<file path="src/rtl/fsk_deframer.sv">
// Recovers bytes from a serial FSK bit stream framed as header 8'hFE + 8 data bits, MSB first.
// data_out/data_valid update on the clk after the 8th data sample; no backpressure, every byte is presented once.
module fsk_deframer #(
  parameter int CLK_DIV = 50000,
  parameter int CNT_W   = 16
) (
  input  logic       clk,
  input  logic       reset,
  input  logic       bit_in,
  output logic [7:0] data_out,
  output logic       data_valid,
  output logic       locked,
  output logic       sync_err
);

  localparam logic [CNT_W-1:0] PH_LAST   = CNT_W'(CLK_DIV - 1);
  localparam logic [CNT_W-1:0] PH_SAMPLE = CNT_W'(CLK_DIV / 2 - 1);
  localparam logic [CNT_W-1:0] PH_ONE    = CNT_W'(1);
  localparam logic [7:0]       HDR       = 8'hFE;

  typedef enum logic [1:0] {
    HUNT  = 2'd0,
    DATA  = 2'd1,
    CHECK = 2'd2
  } state_t;

  state_t           state_q, state_d;
  logic             sync1_q, sync1_d;
  logic             sync2_q, sync2_d;
  logic             prev_q, prev_d;
  logic [CNT_W-1:0] phase_q, phase_d;
  logic [7:0]       win_q, win_d;
  logic [2:0]       bcnt_q, bcnt_d;
  logic [7:0]       data_q, data_d;
  logic             valid_q, valid_d;
  logic             locked_q, locked_d;
  logic             err_q, err_d;

  logic       s_bit;
  logic       edge_det;
  logic       tick;
  logic [7:0] win_shift;

  assign s_bit     = sync2_q;
  assign edge_det  = s_bit ^ prev_q;
  assign tick      = (phase_q == PH_SAMPLE);
  assign win_shift = {win_q[6:0], s_bit};

  always_comb begin
    sync1_d  = bit_in;
    sync2_d  = sync1_q;
    prev_d   = sync2_q;
    state_d  = state_q;
    win_d    = win_q;
    bcnt_d   = bcnt_q;
    data_d   = data_q;
    valid_d  = 1'b0;
    err_d    = 1'b0;
    locked_d = locked_q;

    if (edge_det || phase_q == PH_LAST) begin
      phase_d = '0;
    end else begin
      phase_d = phase_q + PH_ONE;
    end

    if (tick) begin
      win_d = win_shift;
      case (state_q)
        HUNT: begin
          if (win_shift == HDR) begin
            state_d  = DATA;
            bcnt_d   = 3'd0;
            locked_d = 1'b1;
          end
        end
        DATA: begin
          // The window itself collects the byte: after 8 samples it holds them MSB first.
          if (bcnt_q == 3'd7) begin
            data_d  = win_shift;
            valid_d = 1'b1;
            state_d = CHECK;
            win_d   = 8'h00;
            bcnt_d  = 3'd0;
          end else begin
            bcnt_d = bcnt_q + 3'd1;
          end
        end
        CHECK: begin
          if (bcnt_q == 3'd7) begin
            bcnt_d = 3'd0;
            if (win_shift == HDR) begin
              state_d = DATA;
            end else begin
              state_d  = HUNT;
              err_d    = 1'b1;
              locked_d = 1'b0;
            end
          end else begin
            bcnt_d = bcnt_q + 3'd1;
          end
        end
        default: state_d = HUNT;
      endcase
    end
  end

  always_ff @(posedge clk) begin
    if (!reset) begin
      sync1_q  <= 1'b1;
      sync2_q  <= 1'b1;
      prev_q   <= 1'b1;
      phase_q  <= '0;
      win_q    <= 8'h00;
      bcnt_q   <= 3'd0;
      state_q  <= HUNT;
      data_q   <= 8'h00;
      valid_q  <= 1'b0;
      locked_q <= 1'b0;
      err_q    <= 1'b0;
    end else begin
      sync1_q  <= sync1_d;
      sync2_q  <= sync2_d;
      prev_q   <= prev_d;
      phase_q  <= phase_d;
      win_q    <= win_d;
      bcnt_q   <= bcnt_d;
      state_q  <= state_d;
      data_q   <= data_d;
      valid_q  <= valid_d;
      locked_q <= locked_d;
      err_q    <= err_d;
    end
  end

  assign data_out   = data_q;
  assign data_valid = valid_q;
  assign locked     = locked_q;
  assign sync_err   = err_q;

endmodule

</file>
<file path="config.mk">
export PLATFORM = sky130hd
export DESIGN_NAME = fsk_deframer
export DESIGN_NICKNAME = d
export VERILOG_FILES = /design/src/rtl/fsk_deframer.sv
export SDC_FILE = /design/constraint.sdc
export NUM_CORES = 1
export LEC_CHECK = 0
export ABC_AREA = 1
export CAP_MARGIN = 5
export CORE_AREA = 5 5 63 65
export CTS_BUF_LIST = sky130_fd_sc_hd__clkbuf_4
export DETAILED_ROUTE_END_ITERATION = 10
export DIE_AREA = 0 0 68 70
export DONT_BUFFER_PORTS = 1
export PLACE_DENSITY = 0.76
export SYNTH_ARGS = -nofsm -noshare
export SYNTH_HDL_FRONTEND = slang
export SYNTH_SLANG_ARGS = --single-unit
</file>
<file path="constraint.sdc">
create_clock -name clk -period 3.15 [get_ports clk]
set_input_delay 0.315 -clock clk [delete_from_list [all_inputs] [get_ports clk]]
set_output_delay 0.315 -clock clk [all_outputs]
set_load 0.01 [all_outputs]
</file>
==> impl_metrics.csv, run 1 <==
group,metric,value,unit
run_status,outcome,"completed",
layout,nets,308,
clock_tree,cts-root-buf,"clkbuf_4",
layout,fillers,304,
floorplan,die_h,70,µm
place,portBuffers,0,
global_route,antenna_found_initial,0,
floorplan,fp-row-count,21,
timing,clock.fmax,631,MHz
floorplan,ioPinCount,14,
floorplan,fp.dieW,68,µm
pwr,seq_power_share,59.7,%
pwr,intPower,0.710,mW
worst_setup_path,cp-start-kind,"register",
global_route,overflow,0,
place,gpl.final_weighted_congestion,0.926,
synthesis,yosysTopAreaCell,"dfxtp_1",
worst_setup_path,reg2reg_setup_slack,1.57,ns
synthesis,ys_seq_elements,42,
clock_tree,cts_inserted_buffers,5,
timing,setup_viol,0,
layout,regArea,841,µm²
min_path,hold_path.class,"input pin to register",
layout,antennaDiodeCount,0,
timing,finClkSkew,0.00499,ns
pwr,p_per_area,415,mW/mm²
worst_setup_path,cp_cell_sequence,"ha_1, nand2_2, nor2_2, inv_2, nor2_1, nand3_1, nand3_2, nor3_1",
detailed_routing,routed_via_density,5.21,
detailed_routing,firstDrtPassIters,4,
min_path,holdPathStages,1,
timing,fin_crit,1.58,ns
timing,finalWorstSetupSlack,1.57,ns
timing,relSlewSlack,66.8,%
timing,drv_slew,0,
pwr,pwr-share-comb,1.8,%
detailed_routing,wl_per_cell,11.6,µm
run,maxCapViolCount,0,
clock_tree,clk_pin_slew_worst_paths,0.12,ns
clock_tree,cts_tree,"yes",
worst_setup_path,cpPeakStageDelay,0.37,ns
layout,drive_gt1_share,8.05,%
pwr,pwr-share-clk,38.5,%
synthesis,yosysSeqAreaShare,40.9,%
synthesis,synthesis.yosys.warnings,0,
synthesis,netlist.area_leader.share,40.9,%
floorplan,die-area,0.00476,mm²
place,post-dp-hpwl,2920,µm
floorplan,start_util,62.6,%
place,dp.cells,335,
detailed_routing,drt_wl_total,3980,µm
detailed_routing,drt_iter0_drc,97,
worst_setup_path,cp.required,3.39,ns
timing,fin_crit_sh,50.3,%
layout,stdcell_count,344,
clock_tree,clock_path_buffers,2,
worst_setup_path,worst_r2r_path_depth,8,
global_route,grtUsageTotal,18.5,%
timing,rsz0062_at_grt,"false",
global_route,grt_max_degree,24,
pwr,switching_power,0.193,mW
synthesis,synth_nets,303,
synthesis,ys_top_cells_by_area,"dfxtp_1 (41%), nand2_1 (12%), nor2_1 (11%), inv_1 (5.3%), ha_1 (4.9%)",
place,dp_slack,1.58,ns
synthesis,synth_cell_types,24,
floorplan,core-area,0.00328,mm²
layout,multi_input_area,0.00107,mm²
detailed_routing,via_count,1791,
global_route,grt_pass1_vias,1560,
worst_setup_path,worstPathArrival,1.83,ns
worst_setup_path,end_kind,"register",
pwr,p_leak,0.901,nW
synthesis,synth_area,0.00205,mm²
global_route,grt_pass1_wl,6870,µm
layout,area.growth.synth_to_final,5.97,%
pwr,switching_share,21.4,%
worst_setup_path,crit_path_top_delay_cell,"dfxtp_1",
pwr,vdd_drop_max,0.297,mV
clock_tree,cts_max_level,2,
detailed_routing,route.detailed.drc,0,
worst_setup_path,worstSetupPathType,"register to register",
clock_tree,cts_sinks,42,
worst_setup_path,cp_max_fo,16,
timing,finalHoldViolations,0,
detailed_routing,ant_nets,0,
clock_tree,clock_latency,0.35,ns
synthesis,syn_area_per_cell,7.04,µm²
timing,fin_tns_setup,0,ns
timing,worstMarginPinSlew,0.494,ns
synthesis,synth_cells,292,
-- Yosys cell counts, drive strengths merged --
master and n:
xor2 6, buf 2, xnor2 1, nand3 19, or2 2, nor3 9
nor2 66, o22ai 6, o21ai 12, nand4 4, ha 8, inv 32
dfxtp 42, nand2 69, clkbuf 1, a21oi 13
-- per-layer routing --
layer,vias up,part of all wire (%),global-route usage [%]
li1,941,-,-
met1,786,49,26.3
met2,60,43,26.1
met3,4,7.2,5.45
met4,0,1.4,7.06
met5,-,0,0
-- power by group through the flow --
stage	logic [mW]	clock network, mW	registers (mW)
floorplan	0.0181	0	0.550
global placement	0.0157	0	0.551
detailed placement	0.0155	0	0.551
CTS	0.0156	0.359	0.539
global route	0.0196	0.385	0.540
finish	0.0165	0.348	0.539
-- layout make-up --
type	count	area share [%]
well taps	46	2.64
flip-flops and latches	42	38.6
inverters	32	5.52
multi-input cells	215	49.0
clock buffers	5	1.72
repair buffers	1	0.460
clock inverters	3	2.01
-- logic make-up (layout without fill, tap and decap cells) --
group,Yosys count,in the layout,synth area share (%)
and+or+nand+nor,169,169,36.2
DFF,42,42,40.9
buffers and inverters,35,41,7.12
AOI/OAI and AO/OA,31,31,7.92
adders and majority gates,8,8,4.87
xor gates and xnor gates,7,7,2.98
-- through the flow --
| step | power [mW] | hold WS [ns] | cell area (µm²) | util (%) |
|---|---|---|---|---|
| final | 0.903 | 0.0618 | 2180 | 66.3 |
| after global routing | 0.944 | 0.0302 | 2180 | 66.3 |
| after CTS | 0.914 | 0.00850 | 2170 | 66.0 |
| after detailed placement | 0.566 | 0.390 | 2090 | 63.5 |
| after global placement | 0.566 | 0.387 | 2090 | 63.5 |
| after floorplan | 0.568 | 0.393 | 2050 | - |
-- path summary, 6_finish.rpt --
kind,end,startpoint
hold reg to reg,prev_d$_SDFF_PN1_,sync1_q$_SDFF_PN1_
setup / recovery,phase_q[2]$_SDFF_PP0_,phase_q[0]$_SDFF_PP0_
hold / removal,sync1_q$_SDFF_PN1_,bit_in
setup reg to reg,phase_q[2]$_SDFF_PP0_,phase_q[0]$_SDFF_PP0_
-- worst max-delay path: cells and delay by family (launching register included) --
family,cells,cell delay (ns)
and+or+nand+nor,6,0.85
DFF,1,0.37
adders and majority gates,1,0.21
buffers and inverters,1,0.05
-- layout by cell type (no fill, tap or decap), drive strengths merged --
cell type / n
clkinv: 1
a21oi: 13
o22ai: 6
nor2: 66
ha: 8
dfxtp: 42
nand4: 4
dlygate4sd3: 1
clkbuf: 5
nor3: 9
o21ai: 12
xor2: 6
or2: 2
inv: 33
nand2: 69
nand3: 19
xnor2: 1
bufinv: 1
-- flip-flops by register name, indices dropped and copies added (netlist names), 2 cells and up --
name      cells
phase_q      16
bcnt_q        3
data_out      8
win_q         7
state_q       2
-- what timing repair did --
| item | in CTS | in global routing |
|---|---|---|
| hold endpoints to repair | 0 | 1 |
| buffers inserted | 0 | 0 |
| gates resized for setup | 0 | 0 |
| hold buffers | 0 | 1 |
(Power assumes the default switching activity.)
==> inputs of run 2 (changes only) <==
- CORE_AREA: 5 5 63 65 -> 5 5 66 68
- DIE_AREA: 0 0 68 70 -> 0 0 71 73
- PLACE_DENSITY: 0.76 -> 0.72
- clock period: 3.15 -> 1.4 ns (I/O delays scaled with it)
==> impl_metrics.csv, run 2 (synthesis results as in run 1) <==
group,metric,value,unit
layout,drive_gt1_share,28.5,%
layout,nets,343,
timing,fin_crit,1.38,ns
clock_tree,clock_latency,0.37,ns
pwr,switching_share,25.9,%
clock_tree,cts-root-buf,"clkbuf_4",
place,dp_slack,-0.129,ns
pwr,vdd_drop_max,0.590,mV
run,maxCapViolCount,0,
timing,finalWorstSetupSlack,0.0220,ns
clock_tree,cts_sinks,42,
layout,final_common_cell,"nand2_1",
timing,finClkSkew,0.0166,ns
global_route,overflow,0,
floorplan,die_h,73,µm
worst_setup_path,end_kind,"register",
floorplan,start_util,54.1,%
min_path,hold_path.class,"input pin to register",
pwr,p_leak,1.07,nW
timing,setup_viol,0,
detailed_routing,via_count,1989,
clock_tree,clk_pin_slew_worst_paths,0.15,ns
floorplan,die-area,0.00518,mm²
floorplan,fp.dieW,71,µm
worst_setup_path,worstPathArrival,1.66,ns
layout,area.growth.synth_to_final,28.7,%
detailed_routing,routed_via_density,5.19,
clock_tree,cts_max_level,2,
worst_setup_path,cp.required,1.68,ns
timing,finalHoldViolations,13,
worst_setup_path,cp-start-kind,"register",
detailed_routing,route.detailed.drc,0,
worst_setup_path,worstSetupPathType,"register to register",
pwr,seq_power_share,61.4,%
pwr,switching_power,0.514,mW
run_status,violations,"negative hold slack",
place,portBuffers,0,
layout,largest_reg_flops,16,
pwr,pwr-share-comb,5.1,%
place,gpl.final_weighted_congestion,0.878,
detailed_routing,drt_wl_total,4950,µm
global_route,grt_pass1_vias,1768,
worst_setup_path,cp_max_fo,8,
detailed_routing,ant_nets,0,
timing,clock.fmax,726,MHz
detailed_routing,firstDrtPassIters,4,
pwr,p_per_area,749,mW/mm²
timing,relSlewSlack,78.5,%
detailed_routing,wl_per_cell,12.9,µm
floorplan,ioPinCount,14,
floorplan,core-area,0.00380,mm²
detailed_routing,drt_iter0_drc,138,
clock_tree,clock_path_buffers,2,
floorplan,fp-row-count,23,
layout,layout_common_cells,"nand2_1 (59), nor2_1 (49), dfxtp_1 (30), inv_1 (26), buf_4 (23)",
timing,worstMarginPinSlew,0.321,ns
layout,antennaDiodeCount,0,
clock_tree,cts_inserted_buffers,5,
timing,whs,-0.139,ns
global_route,grtUsageTotal,18.8,%
run_status,outcome,"complete, but fails checks",
global_route,grt_max_degree,24,
clock_tree,cts_tree,"yes",
timing,rsz0062_at_grt,"true",
global_route,grt_pass1_wl,7850,µm
timing,fin_crit_sh,98.4,%
place,post-dp-hpwl,3240,µm
layout,regMostFlops,"phase_q",
timing,drv_slew,0,
pwr,intPower,1.47,mW
clock_tree,cts-hold-fix-buffers,11,
pwr,pwr-share-clk,33.5,%
global_route,antenna_found_initial,0,
[run 2: changes by cell type in the layout (fill, tap and decap cells not counted), moves of 6 or more]
cell	previous run	this run
buf_4	0	23
dfxtp_2	0	12
dlygate4sd3_1	1	11
a21oi_1	13	7
dfxtp_1	42	30
a21oi_2	0	6
nor2_1	62	49
nor2_2	3	10
nor2_4	0	6
[run 2: path summary, 6_finish.rpt]
kind,from,slack [ns],depth (start not counted),to
max,phase_q[0]$_SDFF_PP0_,0.02,9,phase_q[6]$_SDFF_PP0_
min,reset,-0.14,2,state_q[1]$_SDFFE_PN0P_
max reg2reg,phase_q[0]$_SDFF_PP0_,0.02,9,phase_q[6]$_SDFF_PP0_
min reg2reg,sync1_q$_SDFF_PN1_,0.46,1,prev_d$_SDFF_PN1_
[run 2: power by group through the flow]
stage          Clock (mW)  Sequential [mW]  Combinational [mW]
5_1_grt             0.722             1.22               0.111
3_5_place_dp            0             1.24              0.0548
4_1_cts             0.669             1.22              0.0684
2_1_floorplan           0             1.24              0.0408
6_report            0.664             1.22               0.101
3_3_place_gp            0             1.24              0.0543
[run 2: layout make-up]
class / count / area (µm²)
clock inverter: 3 / 25.0
inverter: 32 / 120
multi-input combinational: 215 / 1210
timing repair buffer: 36 / 328
tap: 50 / 62.6
fill: 315 / 1150
clock buffer: 5 / 37.5
sequential: 42 / 856
[run 2: through the flow]
step / total power, mW / util (%) / instances / setup TNS, ns / cell area [µm²]
detailed placement: 1.29 / 59.5 / 359 / -0.950 / 2260
floorplan: 1.28 / - / 292 / 0 / 2060
CTS: 1.95 / 65.1 / 379 / 0 / 2470
finish: 1.98 / 69.6 / 383 / 0 / 2640
global route: 2.05 / 69.6 / 383 / -0.962 / 2640
global placement: 1.29 / 59.5 / 359 / -0.681 / 2260
[run 2: what timing repair did]
action	CTS	global route
gates resized for setup	11	45
pin swaps	2	6
buffers inserted	1	3
endpoints found under the setup margin	18	34
cloned	0	1
hold endpoints to repair	22	13
[run 2: routing by layer]
metal | global-route usage [%] | part of all wire (%) | up-vias
met1 | 23.7 | 43 | 922
met2 | 32.4 | 49 | 47
li1 | - | - | 1010
met3 | 4.82 | 6.1 | 10
met5 | 0 | 0 | -
met4 | 4.38 | 1.6 | 0
[run 2: critical path, stage by stage (launching register included)]
cell and delay (ns):
dfxtp_2 0.38, ha_4 0.15, nand2_4 0.07, nor2_4 0.10
inv_2 0.06, nor2_4 0.09, nand3_2 0.10, nand3_4 0.12
clkbuf_16 0.17, nor2_1 0.06
